===== src/rtl/canden_ctrl_pkg.sv =====
// Shared types for the CANDEN enable sequencer.
package canden_ctrl_pkg;

  localparam int STATE_W = 2;

  // Encodings are visible on the STATE pins, so they are fixed.
  typedef enum logic [STATE_W-1:0] {
    ST_OFF  = 2'b00,
    ST_WAKE = 2'b01,
    ST_ON   = 2'b10,
    ST_IDLE = 2'b11
  } state_e;

  function automatic int max_int(input int a, input int b);
    return (a > b) ? a : b;
  endfunction

endpackage


===== src/rtl/canden_ctrl_cnt.sv =====
// Loadable down-counter with a zero flag; decrement saturates at 0.
module canden_ctrl_cnt #(
  parameter int CNT_W = 8
) (
  input  logic             clk_i,
  input  logic             rst_i,
  input  logic             load_i,
  input  logic [CNT_W-1:0] load_val_i,
  input  logic             dec_i,
  output logic             zero_o
);

  logic [CNT_W-1:0] cnt_q, cnt_d;

  // Load wins over decrement; never wrap below zero.
  always_comb begin
    cnt_d = cnt_q;
    if (load_i) begin
      cnt_d = load_val_i;
    end else if (dec_i && (cnt_q != '0)) begin
      cnt_d = cnt_q - 1'b1;
    end
  end

  // Counter register with synchronous reset.
  always_ff @(posedge clk_i) begin
    if (rst_i) begin
      cnt_q <= '0;
    end else begin
      cnt_q <= cnt_d;
    end
  end

  assign zero_o = (cnt_q == '0);

endmodule


===== src/rtl/canden_ctrl.sv =====
// Enable sequencer for a CANDEN clock-gate cell. All pin outputs are
// registered so the gate enables cannot glitch.
//
// state | meaning
// OFF   | gated clock stopped; DEN tracks mode_dyn_i
// WAKE  | gate enabled, waiting for the clock to settle
// ON    | clock running, domain kept alive by request/activity
// IDLE  | clock running, counting down to gate-off
module canden_ctrl
  import canden_ctrl_pkg::*;
#(
  parameter int WAKE_CYCLES = 2,
  parameter int IDLE_CYCLES = 16,
  parameter int CNT_W       = 8
) (
  input  logic               clk_i,
  input  logic               rst_i,
  input  logic               req_en_i,
  input  logic               activity_i,
  input  logic               force_on_i,
  input  logic               mode_dyn_i,
  output logic               sen_o,
  output logic               den_o,
  output logic               dynen_o,
  output logic               clk_on_o,
  output logic [STATE_W-1:0] state_o
);

  localparam int MAX_C = max_int(WAKE_CYCLES, IDLE_CYCLES);

  if (WAKE_CYCLES < 1) begin : g_bad_wake
    $error("canden_ctrl: WAKE_CYCLES must be >= 1");
  end
  if (IDLE_CYCLES < 1) begin : g_bad_idle
    $error("canden_ctrl: IDLE_CYCLES must be >= 1");
  end
  if ((longint'(MAX_C) - 1) >= (longint'(1) << CNT_W)) begin : g_bad_cnt
    $error("canden_ctrl: CNT_W too narrow for the cycle counts");
  end

  localparam logic [CNT_W-1:0] WAKE_LOAD = CNT_W'(WAKE_CYCLES - 1);
  localparam logic [CNT_W-1:0] IDLE_LOAD = CNT_W'(IDLE_CYCLES - 1);

  state_e           state_q, state_d;
  logic             den_q, den_d;
  logic             sen_q, sen_d;
  logic             dynen_q, dynen_d;
  logic             clk_on_q, clk_on_d;
  logic             gate_en;
  logic             wake, keep;
  logic             cnt_load, cnt_dec, cnt_zero;
  logic [CNT_W-1:0] cnt_load_val;

  assign wake = req_en_i | force_on_i;
  assign keep = req_en_i | force_on_i | activity_i;

  canden_ctrl_cnt #(
    .CNT_W (CNT_W)
  ) u_cnt (
    .clk_i      (clk_i),
    .rst_i      (rst_i),
    .load_i     (cnt_load),
    .load_val_i (cnt_load_val),
    .dec_i      (cnt_dec),
    .zero_o     (cnt_zero)
  );

  // State and output registers; reset forces OFF from any state.
  always_ff @(posedge clk_i) begin
    if (rst_i) begin
      state_q  <= ST_OFF;
      den_q    <= 1'b0;
      sen_q    <= 1'b0;
      dynen_q  <= 1'b0;
      clk_on_q <= 1'b0;
    end else begin
      state_q  <= state_d;
      den_q    <= den_d;
      sen_q    <= sen_d;
      dynen_q  <= dynen_d;
      clk_on_q <= clk_on_d;
    end
  end

  // Next state, counter control and DEN sampling (only while OFF).
  always_comb begin
    state_d      = state_q;
    den_d        = den_q;
    cnt_load     = 1'b0;
    cnt_load_val = WAKE_LOAD;
    cnt_dec      = 1'b0;
    unique case (state_q)
      ST_OFF: begin
        den_d = mode_dyn_i;
        if (wake) begin
          state_d      = ST_WAKE;
          cnt_load     = 1'b1;
          cnt_load_val = WAKE_LOAD;
        end
      end
      ST_WAKE: begin
        if (cnt_zero) begin
          state_d = ST_ON;
        end else begin
          cnt_dec = 1'b1;
        end
      end
      ST_ON: begin
        if (!keep) begin
          state_d      = ST_IDLE;
          cnt_load     = 1'b1;
          cnt_load_val = IDLE_LOAD;
        end
      end
      ST_IDLE: begin
        if (keep) begin
          state_d = ST_ON;
        end else if (cnt_zero) begin
          state_d = ST_OFF;
        end else begin
          cnt_dec = 1'b1;
        end
      end
      default: state_d = ST_OFF;
    endcase
  end

  // Output decode from the next state so the pins change on the state edge.
  always_comb begin
    gate_en  = (state_d != ST_OFF);
    sen_d    = gate_en & ~den_d;
    dynen_d  = gate_en & den_d;
    clk_on_d = (state_d == ST_ON) || (state_d == ST_IDLE);
  end

  assign sen_o    = sen_q;
  assign den_o    = den_q;
  assign dynen_o  = dynen_q;
  assign clk_on_o = clk_on_q;
  assign state_o  = state_q;

endmodule


===== config.mk =====
export PLATFORM = sky130hd
export DESIGN_NAME = canden_ctrl
export DESIGN_NICKNAME = d
export VERILOG_FILES = /design/src/rtl/canden_ctrl_pkg.sv /design/src/rtl/canden_ctrl_cnt.sv /design/src/rtl/canden_ctrl.sv
export SDC_FILE = /design/constraint.sdc
export NUM_CORES = 1
export LEC_CHECK = 0
export ABC_AREA = 0
export CAP_MARGIN = 20
export CORE_UTILIZATION = 51
export CTS_CLUSTER_SIZE = 14
export DETAILED_ROUTE_END_ITERATION = 16
export GPL_TIMING_DRIVEN = 1
export PLACE_DENSITY_LB_ADDON = 0.2
export SYNTH_ARGS = -nofsm -noshare
export SYNTH_HDL_FRONTEND = slang
export SYNTH_HIERARCHICAL = 1
export SYNTH_SLANG_ARGS = --single-unit

===== constraint.sdc =====
create_clock -name clk_i -period 3.6 [get_ports clk_i]
set_clock_uncertainty 0.15 [all_clocks]
set_input_delay 0.9 -clock clk_i [delete_from_list [all_inputs] [get_ports clk_i]]
set_output_delay 0.9 -clock clk_i [all_outputs]
set_load 0.02 [all_outputs]

==> summary.md, run 1 <==
| Metric | Value |
|---|---|
| Fin crit period | `2.982 ns` |
| Post-synth cell types | `39` |
| Setup total negative slack | `0 ns` |
| Latest clock arrival within the worst-skew pair | `0.29 ns` |
| Hold path start | `u_cnt/cnt_q[5]` |
| Req. time, crit path | `3.66 ns` |
| HPWL Detailed | `1.158 mm` |
| Post-synthesis cell count | `87` |
| Vias per Instance | `5.911` |
| Total die area | `0.001730 sq mm` |
| Routed Antenna Nets | `0` |
| Worst EP arrival | `3.05 ns` |
| Critical Path End Type | `flop` |
| Vias in the first global route | `668` |
| Vias after detailed routing | `727` |
| Pleak | `0.0003676 uW` |
| Fin. Hold Viols | `0` |
| Syn Area/Cell | `9.190 sq um` |
| Ys flop type | `dfxtp_1` |
| Row Count | `13` |
| Total I/O pin count | `12` |
| Max-slew violations | `0` |
| CP max FO | `4` |
| Top cells by area, synth | `dfxtp_1, a21oi_1, nor3_1, nor2_1, nor3b_1` |
| Fin area | `0.001006 sq mm` |
| Initial Util | `0.5783` |
| Share of post-route cells with drive strength above 1 | `0.2315` |
| FF-to-FF Start | `u_cnt/cnt_q[0]` |
| Die X-Extent | `approximately 42 microns` |
| Root buf cell | `clkbuf_4` |
| Register Area | `approximately 280 sq um` |
| Synth area leader | `dfxtp_1` |
| Detailed router's first-iteration violation count | `9` |
| Post-synth EDFFs | `0` |
| Number of synthesized register bits | `14` |
| Unrepaired setup endpoints after global routing | `false` |
| Gr usage total | `0.2056` |
| Chip height | `about 42 microns` |
| Core Footprint | `0.001383 sq mm` |
| Post-CTS Hold Buffers | `0` |
| Startpoint types | `input port` |
| R2r endpoint | `u_cnt/cnt_q[7]` |
| Antenna violations before repair | `0` |
| Drt drc | `0` |
| Crit path kind | `input port to flop` |
| Post-synthesis sequential area ratio | `0.3505` |
| Placed cell area | `969.7 sq um` |
| Hold Path Depth | `2` |
| Post-cts resize count | `0` |
| Max Cap Viol | `0` |
| Clock transition at path regs | `about 0.09 ns` |
| Nets@finish | `117` |
| Setup violators final | `0` |
| Max frequency | `335.4 MHz` |
| Drt first pass iters | `4` |
| Worst R2R Path Depth | `10` |
| Final worst-path cycle share | `0.8283` |
| # port buffers | `11` |
| Mapped Area | `around 800 sq um` |
| Area Overhead vs Synth | `25.82%` |
| Largest net degree at the start of global routing | `17` |
| Filler cells | `113` |
| TritonCTS clock tree | `built` |
| P per Cell Area | `887.3 mW/mm^2` |
| CTS buffer count | `3` |
| CTS Buffer Depth | `2` |
| Number of antenna diodes | `0` |
| GR Overflow Total | `0` |
| CTS Sinks | `14` |
| Syn. warnings | `6` |
| WL final | `1.594 mm` |
| First-pass GRT wire length | `2.766 mm` |
| Peak supply drop | `~0.65 mV` |
| Asr flop ratio synth | `0` |
| Hold EP | `u_cnt/cnt_q[5]` |
| Crit. Startpoint | `force_on_i` |
| Routability Congestion | `between 0.8 and 0.9` |
| Multi-input gate area | `between 500 and 600 sq um` |
| Post-CTS setup buffers | `0` |
| Drt wl/cell | `12.96 microns` |
| Reg-to-reg setup timing slack | `0.97 ns` |
| H-tree levels | `1` |
| Worst Hold Class | `flop to flop` |
| Status | `complete, no violations` |
| Yosys top cell area share | `0.3505` |
## metal layers
| layer | vias up | global-route usage | wire length (microns) |
|---|---|---|---|
| met5 | - | 0 | 0 |
| met4 | 0 | 0.05161 | 14 |
| met3 | 3 | 0.07826 | 75 |
| met2 | 14 | 0.3438 | 769 |
| met1 | 345 | 0.2466 | 734 |
| li1 | 365 | - | - |
## registers in the layout, indices dropped and copies added, names as in the netlist
| signal | cells |
|---|---|
| clk_on_o | 1 |
| den_o | 1 |
| dynen_o | 1 |
| sen_o | 1 |
| state_o | 2 |
| u_cnt/cnt_q | 8 |
## worst max-delay path, stage by stage
cell and delay [ns]:
clkdlybuf4s50_1 0.47, nor3_2 0.21, nor2b_1 0.10, nor3b_1 0.30, or3b_2 0.50, nor3_1 0.22, mux2i_1 0.11, a211oi_1 0.22
## worst max-delay path by stage
stage                endpoint  slack [ns]  cells after the start
2_1_floorplan  u_cnt/cnt_q[7]        0.72                      7
3_3_place_gp   u_cnt/cnt_q[7]        0.39                      8
3_5_place_dp   u_cnt/cnt_q[7]        0.32                      8
4_1_cts        u_cnt/cnt_q[7]        0.60                      8
5_1_grt        u_cnt/cnt_q[7]        0.49                      8
6_report       u_cnt/cnt_q[7]        0.62                      8
## cell usage after synthesis (2+ instances only)
cell / n
dfxtp_1: 14
nor2_1: 8
a21oi_1: 6
nor3_1: 6
inv_1: 4
nor3b_1: 4
o21ai_0: 3
xnor2_1: 3
a311oi_1: 2
conb_1: 2
ha_1: 2
nand2_1: 2
nor4_1: 2
or3_2: 2
or4_1: 2
or4_2: 2
## logic make-up after synthesis
group,share of synthesized area
compound gates,0.1956
fa+ha+maj,0.03129
xor+xnor,0.03287
simple gates,0.3177
other cells,0.009393
mux,0.02973
flops,0.3505
buf+inv,0.03284
## per-stage QoR
stage	hold WS (ns)	setup slack, ns	instances	total power [uW]	utilization
4_1_cts	0.3751	0.5964	123	898.0	0.7276
2_1_floorplan	0.3297	0.7226	90	618.6	-
6_report	0.3706	0.6183	123	892.6	0.7276
3_3_place_gp	0.3526	0.3879	119	762.5	0.7014
3_5_place_dp	0.3575	0.3218	119	774.6	0.7014
5_1_grt	0.4104	0.4872	123	960.0	0.7276
## cells in the final DEF, fill, tap and decap left out, types with 2 or more instances in the layout
| cell | synthesis | routed |
|---|---|---|
| xnor2_1 | 3 | 3 |
| nor3b_1 | 4 | 4 |
| a311oi_1 | 2 | 2 |
| o21ai_0 | 3 | 3 |
| ha_1 | 2 | 2 |
| inv_1 | 4 | 4 |
| nor3_1 | 6 | 6 |
| clkdlybuf4s50_1 | 0 | 11 |
| or4_2 | 2 | 2 |
| nor2_1 | 8 | 8 |
| buf_4 | 0 | 5 |
| clkbuf_4 | 0 | 3 |
| nor4_1 | 2 | 2 |
| a21oi_1 | 6 | 6 |
| dfxtp_1 | 14 | 14 |
| or4_1 | 2 | 2 |
| conb_1 | 2 | 5 |
| or3_2 | 2 | 2 |
| nand2_1 | 2 | 2 |
## power breakdown
group	leakage (uW)	total (uW)	internal (uW)	switching (uW)
registers	0.000116	276	211	64.9
logic	0.000231	502	248	254
clock network	0.0000210	114	61.7	52.7
## final cells by class
class | count | share of cell area
Clock buffer | 4 | 0.03607
Inverter | 5 | 0.01866
Multi-Input combinational cell | 69 | 0.5012
Sequential cell | 14 | 0.2786
Tap cell | 15 | 0.01866
Timing Repair Buffer | 16 | 0.1468
(Power assumes the default switching activity.)
==> run 2, diff against run 1 <==
--- a/config.mk
+++ b/config.mk
@@ -7,7 +7,7 @@
 export LEC_CHECK = 0
 export ABC_AREA = 0
 export CAP_MARGIN = 20
-export CORE_UTILIZATION = 51
+export CORE_UTILIZATION = 46
 export CTS_CLUSTER_SIZE = 14
 export DETAILED_ROUTE_END_ITERATION = 16
 export GPL_TIMING_DRIVEN = 1
==> constraint.sdc (replaced) <==
create_clock -name clk_i -period 2.71 [get_ports clk_i]
set_clock_uncertainty 0.15 [all_clocks]
set_input_delay 0.6775 -clock clk_i [delete_from_list [all_inputs] [get_ports clk_i]]
set_output_delay 0.6775 -clock clk_i [all_outputs]
set_load 0.02 [all_outputs]
==> summary.md, run 2 (synthesis gave the netlist of run 1 again) <==
| Metric | Value |
|---|---|
| Largest reg by FF count | `u_cnt/cnt_q (unchanged)` |
| Busiest grt layer | `met2 (unchanged)` |
| # port buffers | `11 (unchanged)` |
| Met3 Track Usage GR | `0.07083 (was 0.07826)` |
| Most used cell, CP | `buf_4` |
| Final hold slack | `0.3774 ns (was 0.3706 ns)` |
| Area Overhead vs Synth | `34.59% (was 25.82%)` |
| Status | `complete, no violations (unchanged)` |
| Setup violators final | `0 (unchanged)` |
| Crit path kind | `input port to flop (unchanged)` |
| Hold Path Depth | `2 (unchanged)` |
| CP max FO | `3 (was 4)` |
| Final Util | `0.6902 (was 0.7276)` |
| WP depth | `9 (was 8)` |
| Worst EP arrival | `2.68 ns (was 3.05 ns)` |
| Final worst-path cycle share | `0.9721` |
| Chip height | `43.69 microns (was 41.60 microns)` |
| Row Count | `14 (was 13)` |
| Peak supply drop | `0.6250 mV (was 0.6468 mV)` |
| Share of post-route cells with drive strength above 1 | `0.3043 (was 0.2315)` |
| Crit path buf inv count | `3 (was 1)` |
| Die X-Extent | `43.69 microns (was 41.60 microns)` |
| Filler cells | `121 (was 113)` |
| M1 GR Usage | `0.2758 (was 0.2466)` |
| CTS Buffer Depth | `2 (unchanged)` |
| Critical Path End Type | `flop (unchanged)` |
| Slowest-stage cell, CP | `clkdlybuf4s50_1 (was or3b_2)` |
| Largest net degree at the start of global routing | `16 (was 17)` |
| Worst path cell trace | `clkdlybuf4s50_1 > nor3_2 > nor2b_1 > nor3b_2 > buf_4 > buf_4 > nand2_1 > or4_1 > a311oi_2 (was clkdlybuf4s50_1 > nor3_2 > nor2b_1 > nor3b_1 > or3b_2 > nor3_1 > mux2i_1 > a211oi_1)` |
| Post-CTS Hold Buffers | `0 (unchanged)` |
| Unrepaired setup endpoints after global routing | `false (unchanged)` |
| Max-slew violations | `0 (unchanged)` |
| Nets@finish | `124 (was 117)` |
| Drt wl/cell | `14.82 microns (was 12.96 microns)` |
| First-pass GRT wire length | `3.243 mm (was 2.766 mm)` |
| Req. time, crit path | `2.76 ns (was 3.66 ns)` |
| HPWL Detailed | `1.452 mm (was 1.158 mm)` |
| Fin. Hold Viols | `0 (unchanged)` |
| Clock transition at path regs | `0.08 ns (was 0.09 ns)` |
| Initial Util | `0.5128 (was 0.5783)` |
| Root buf cell | `clkbuf_4 (unchanged)` |
| Routability Congestion | `0.8225 (was 0.8731)` |
| Routed Antenna Nets | `0 (unchanged)` |
| Vias after detailed routing | `772 (was 727)` |
| Drt first pass iters | `4 (unchanged)` |
| Worst Hold Class | `flop to flop (unchanged)` |
| Max frequency | `379.6 MHz` |
| Pleak | `0.0004076 uW (was 0.0003676 uW)` |
| Max reg flops | `8 (unchanged)` |
| CTS buffer count | `3 (unchanged)` |
| CP top delay family | `simple AND/OR/NAND/NOR gates (unchanged)` |
| CTS Sinks | `14 (unchanged)` |
| Commonest non-fill, non-tap cell in the layout | `dfxtp_1 (unchanged)` |
| Core Footprint | `0.001559 sq mm (was 0.001383 sq mm)` |
| WL final | `1.941 mm (was 1.594 mm)` |
| Met2 usage in global routing | `0.4030 (was 0.3438)` |
| Startpoint types | `input port (unchanged)` |
| TritonCTS clock tree | `built (unchanged)` |
| Vias per Instance | `5.893 (was 5.911)` |
| Total I/O pin count | `12 (unchanged)` |
| Total die area | `0.001909 sq mm (was 0.001730 sq mm)` |
| Vias in the first global route | `719 (was 668)` |
| Drt drc | `0 (unchanged)` |
| Gr usage total | `0.2375 (was 0.2056)` |
| Max Cap Viol | `0 (unchanged)` |
| Crit-path max cell delay | `0.45 ns (was 0.50 ns)` |
| Number of antenna diodes | `0 (unchanged)` |
| GR Overflow Total | `0 (unchanged)` |
| Antenna violations before repair | `0 (unchanged)` |
| H-tree levels | `1 (unchanged)` |
| Fin crit period | `around 2.6 ns` |
| Commonest cells after routing, fill and taps aside | `dfxtp_1, buf_4, clkdlybuf4s50_1 (was dfxtp_1, clkdlybuf4s50_1, nor2_1)` |
| P per Cell Area | `1185 mW/mm^2 (was 887.3 mW/mm^2)` |
| Worst R2R Path Depth | `8 (was 10)` |
| Latest clock arrival within the worst-skew pair | `0.29 ns (about the same)` |
| Detailed router's first-iteration violation count | `35 (was 9)` |
-- run 2: cell types whose count changed in the layout (fill, tap and decap cells not counted) --
cell / change
a311oi_1: -1
a311oi_2: +1
buf_4: +7
nor3_1: -1
nor3_2: +1
nor3b_1: -1
nor3b_2: +1
-- run 2: report_power, final --
part	switching [uW]	internal (uW)	leakage [uW]
Sequential	87.4	280	0.000116
Combinational	377	376	0.000271
Clock	73.8	81.7	0.0000210
-- run 2: worst register-to-register path, stage by stage (launching register included) --
cell and delay [ns]:
dfxtp_1 0.34, or4_4 0.57, nor4_1 0.39, nor3b_2 0.11
buf_4 0.17, buf_4 0.14, nand2_1 0.07, o21ai_0 0.09
a311oi_2 0.28
-- run 2: repair_timing --
action / CTS / global route
gates resized for setup: 0 / 3
setup endpoints to repair: 0 / 5
buffers inserted: 0 / 0
-- run 2: worst paths after layout --
path	startpoint	end	slack, ns
worst max-delay path	force_on_i	u_cnt/cnt_q[6]	0.08
worst min-delay path	u_cnt/cnt_q[5]	u_cnt/cnt_q[5]	0.38
worst max register to register	u_cnt/cnt_q[3]	u_cnt/cnt_q[6]	0.31
worst min register to register	u_cnt/cnt_q[5]	u_cnt/cnt_q[5]	0.38
-- run 2: metrics by stage --
step           std cells  power (uW)  setup slack (ns)  cell area, sq um  TNS [ns]
6_report             131        1275           0.07565              1076         0
5_1_grt              131        1376           0.01268              1076         0
4_1_cts              131        1256           0.07345              1060         0
3_5_place_dp         127        1094           -0.2229              1023    -1.164
3_3_place_gp         127        1063           -0.1469              1023   -0.5067
2_1_floorplan         90       821.7           0.05514             810.8         0
-- run 2: per-layer routing --
metal / up-vias / wire length (microns)
met3: 2 / 103
met4: 0 / 6
met5: - / 0
li1: 380 / -
met2: 30 / 985
met1: 360 / 846
-- run 2: area by class of cell --
class                   instances  area, sq um  share of cell area
multi-input cells              69        520.5              0.4837
inverters                       5        18.77             0.01744
repair buffers                 23        200.2              0.1860
clock buffers                   4        36.28             0.03372
flip-flops and latches         14        280.3              0.2605
well taps                      16        20.02             0.01860
==> run 3, diff against run 2 <==
--- a/config.mk
+++ b/config.mk
@@ -7,6 +7,7 @@
 export LEC_CHECK = 0
 export ABC_AREA = 0
 export CAP_MARGIN = 20
+export CORE_MARGIN = 2
 export CORE_UTILIZATION = 46
 export CTS_CLUSTER_SIZE = 14
 export DETAILED_ROUTE_END_ITERATION = 16
==> summary.md, run 3 (synthesis gave the netlist of run 1 again) <==
| Metric | Value |
|---|---|
| Fin. Hold Viols | `0 (unchanged)` |
| Peak supply drop | `0.5361 mV (was 0.6250 mV)` |
| P per Cell Area | `1162 mW/mm^2 (was 1185 mW/mm^2)` |
| Slowest-stage cell, CP | `or3b_2 (was clkdlybuf4s50_1)` |
| Relative slew slack | `0.6561` |
| CTS Buffer Depth | `2 (unchanged)` |
| Commonest cells after routing, fill and taps aside | `dfxtp_1, clkdlybuf4s50_1, buf_4 (was dfxtp_1, buf_4, clkdlybuf4s50_1)` |
| Max frequency | `375.9 MHz (was 379.6 MHz)` |
| Crit-path max cell delay | `0.48 ns (was 0.45 ns)` |
| Max-slew violations | `0 (unchanged)` |
| Slew @ Worst Pin | `0.5111 ns` |
| Share of post-route cells with drive strength above 1 | `0.2832 (was 0.3043)` |
| Row Count | `15 (was 14)` |
| CP top delay family | `simple AND/OR/NAND/NOR gates (unchanged)` |
| Startpoint types | `input port (unchanged)` |
| H-tree levels | `1 (unchanged)` |
| Max reg flops | `8 (unchanged)` |
| NetSw | `506.9 uW (was 538.0 uW)` |
| Multi-input gate area | `509.2 sq um (was 520.5 sq um)` |
| Vias per Instance | `5.623 (was 5.893)` |
| Final Util | `0.6292 (was 0.6902)` |
| Final worst-path cycle share | `0.9817 (was 0.9721)` |
| Filler cells | `140 (was 121)` |
| Comb pwr share | `0.575 (was 0.590)` |
| Initial Util | `0.4787 (was 0.5128)` |
| Drt first pass iters | `4 (unchanged)` |
| Pleak | `0.0003974 uW (was 0.0004076 uW)` |
| Die X-Extent | `45.69 microns (was 43.69 microns)` |
| GR Overflow Total | `0 (unchanged)` |
| Status | `complete, no violations (unchanged)` |
| Largest net degree at the start of global routing | `16 (unchanged)` |
| Drt wl/cell | `13.32 microns (was 14.82 microns)` |
| HPWL Detailed | `1.267 mm (was 1.452 mm)` |
| CTS Sinks | `14 (unchanged)` |
| Sequential share of power | `0.301 (was 0.288)` |
| Total I/O pin count | `12 (unchanged)` |
| Critical Path End Type | `flop (unchanged)` |
| Setup violators final | `0 (unchanged)` |
| Chip height | `45.69 microns (was 43.69 microns)` |
| Fin crit period | `2.660 ns (was 2.634 ns)` |
| Sw Share | `0.4150 (was 0.4218)` |
| WL final | `1.732 mm (was 1.941 mm)` |
| Routed Antenna Nets | `0 (unchanged)` |
| Gr usage total | `0.1935 (was 0.2375)` |
| # port buffers | `11 (unchanged)` |
| Number of antenna diodes | `0 (unchanged)` |
| First-pass GRT wire length | `2.870 mm (was 3.243 mm)` |
| Clock transition at path regs | `0.09 ns (was 0.08 ns)` |
| Fin area | `0.001051 sq mm (was 0.001076 sq mm)` |
| Internal power | `714.5 uW (was 737.3 uW)` |
| Detailed router's first-iteration violation count | `3 (was 35)` |
| Nets@finish | `122 (was 124)` |
| Post-CTS setup buffers | `0 (unchanged)` |
| Vias in the first global route | `676 (was 719)` |
| Area Overhead vs Synth | `31.46% (was 34.59%)` |
| Placed cell area | `0.001010 sq mm (was 0.001023 sq mm)` |
| Antenna violations before repair | `0 (unchanged)` |
| Worst EP arrival | `2.68 ns (about the same)` |
| Root buf cell | `clkbuf_4 (unchanged)` |
| Routability Congestion | `0.8341 (was 0.8225)` |
| Register Area | `280.3 sq um (unchanged)` |
| Req. time, crit path | `2.73 ns (was 2.76 ns)` |
| Vias after detailed routing | `731 (was 772)` |
| Post-CTS Hold Buffers | `0 (unchanged)` |
| Worst Hold Class | `flop to flop (unchanged)` |
| Worst path cell trace | `clkdlybuf4s50_1 > nor3_2 > nor2b_1 > nor3b_2 > or3b_2 > nor3_1 > mux2i_1 > a211oi_1 (was clkdlybuf4s50_1 > nor3_2 > nor2b_1 > nor3b_2 > buf_4 > buf_4 > nand2_1 > or4_1 > a311oi_2)` |
| Drt drc | `0 (unchanged)` |
| Commonest non-fill, non-tap cell in the layout | `dfxtp_1 (unchanged)` |
| Total die area | `0.002088 sq mm (was 0.001909 sq mm)` |
| CTS buffer count | `3 (unchanged)` |
| Crit path kind | `input port to flop (unchanged)` |
| Clock power share | `0.124 (was 0.122)` |
| Largest reg by FF count | `u_cnt/cnt_q (unchanged)` |
| CP max FO | `2 (was 3)` |
| Post-cts resize count | `0 (unchanged)` |
| Latest clock arrival within the worst-skew pair | `0.28 ns (was 0.29 ns)` |
| TritonCTS clock tree | `built (unchanged)` |
| Crit path buf inv count | `1 (was 3)` |
| Core Footprint | `0.001670 sq mm (was 0.001559 sq mm)` |
| Max Cap Viol | `0 (unchanged)` |
[run 3: worst register-to-register path: stages (launching register included)]
cell and delay (ns):
dfxtp_1 0.37, or4_4 0.60, nor4_1 0.41, nor3b_2 0.12, buf_4 0.17, o41ai_4 0.07, buf_4 0.20, o31ai_1 0.07
a311oi_1 0.25
[run 3: layout make-up]
| class | count | share of cell area |
|---|---|---|
| inverter | 5 | 0.01786 |
| tap | 17 | 0.02024 |
| multi-input combinational | 69 | 0.4845 |
| clock buffer | 4 | 0.03452 |
| timing repair buffer | 21 | 0.1762 |
| sequential | 14 | 0.2667 |
[run 3: layer usage]
layer | part of all wire | track usage | vias to the layer above
met4 | 0.0069 | 0.08571 | 0
met1 | 0.48 | 0.2373 | 350
met2 | 0.50 | 0.3268 | 5
met3 | 0.018 | 0.03571 | 2
li1 | - | - | 374
met5 | 0 | 0 | -
[run 3: power by group through the flow]
stage / combinational (uW) / clock (uW) / sequential [uW]
floorplan: 439 / 0 / 383
finish: 702 / 152 / 368
detailed placement: 685 / 0 / 370
global placement: 674 / 0 / 366
global route: 777 / 166 / 376
CTS: 691 / 158 / 366
[run 3: worst paths after layout]
path / from / to / slack, ns / cells past startpoint
hold / removal: u_cnt/cnt_q[5] / u_cnt/cnt_q[5] / 0.37 / 2
hold reg to reg: u_cnt/cnt_q[5] / u_cnt/cnt_q[5] / 0.37 / 2
setup / recovery: force_on_i / u_cnt/cnt_q[7] / 0.05 / 8
setup reg to reg: u_cnt/cnt_q[2] / u_cnt/cnt_q[5] / 0.22 / 8
[run 3: stage by stage]
stage	cells	setup TNS [ns]	setup WS, ns	power (uW)	hold WS (ns)
finish	130	0	0.04961	1221	0.3725
global route	130	-0.09116	-0.04096	1319	0.3785
CTS	130	0	0.04662	1214	0.3729
detailed placement	126	-0.8516	-0.1976	1055	0.3582
global placement	126	-0.5253	-0.1568	1040	0.3514
floorplan	90	0	0.05514	821.7	0.3297
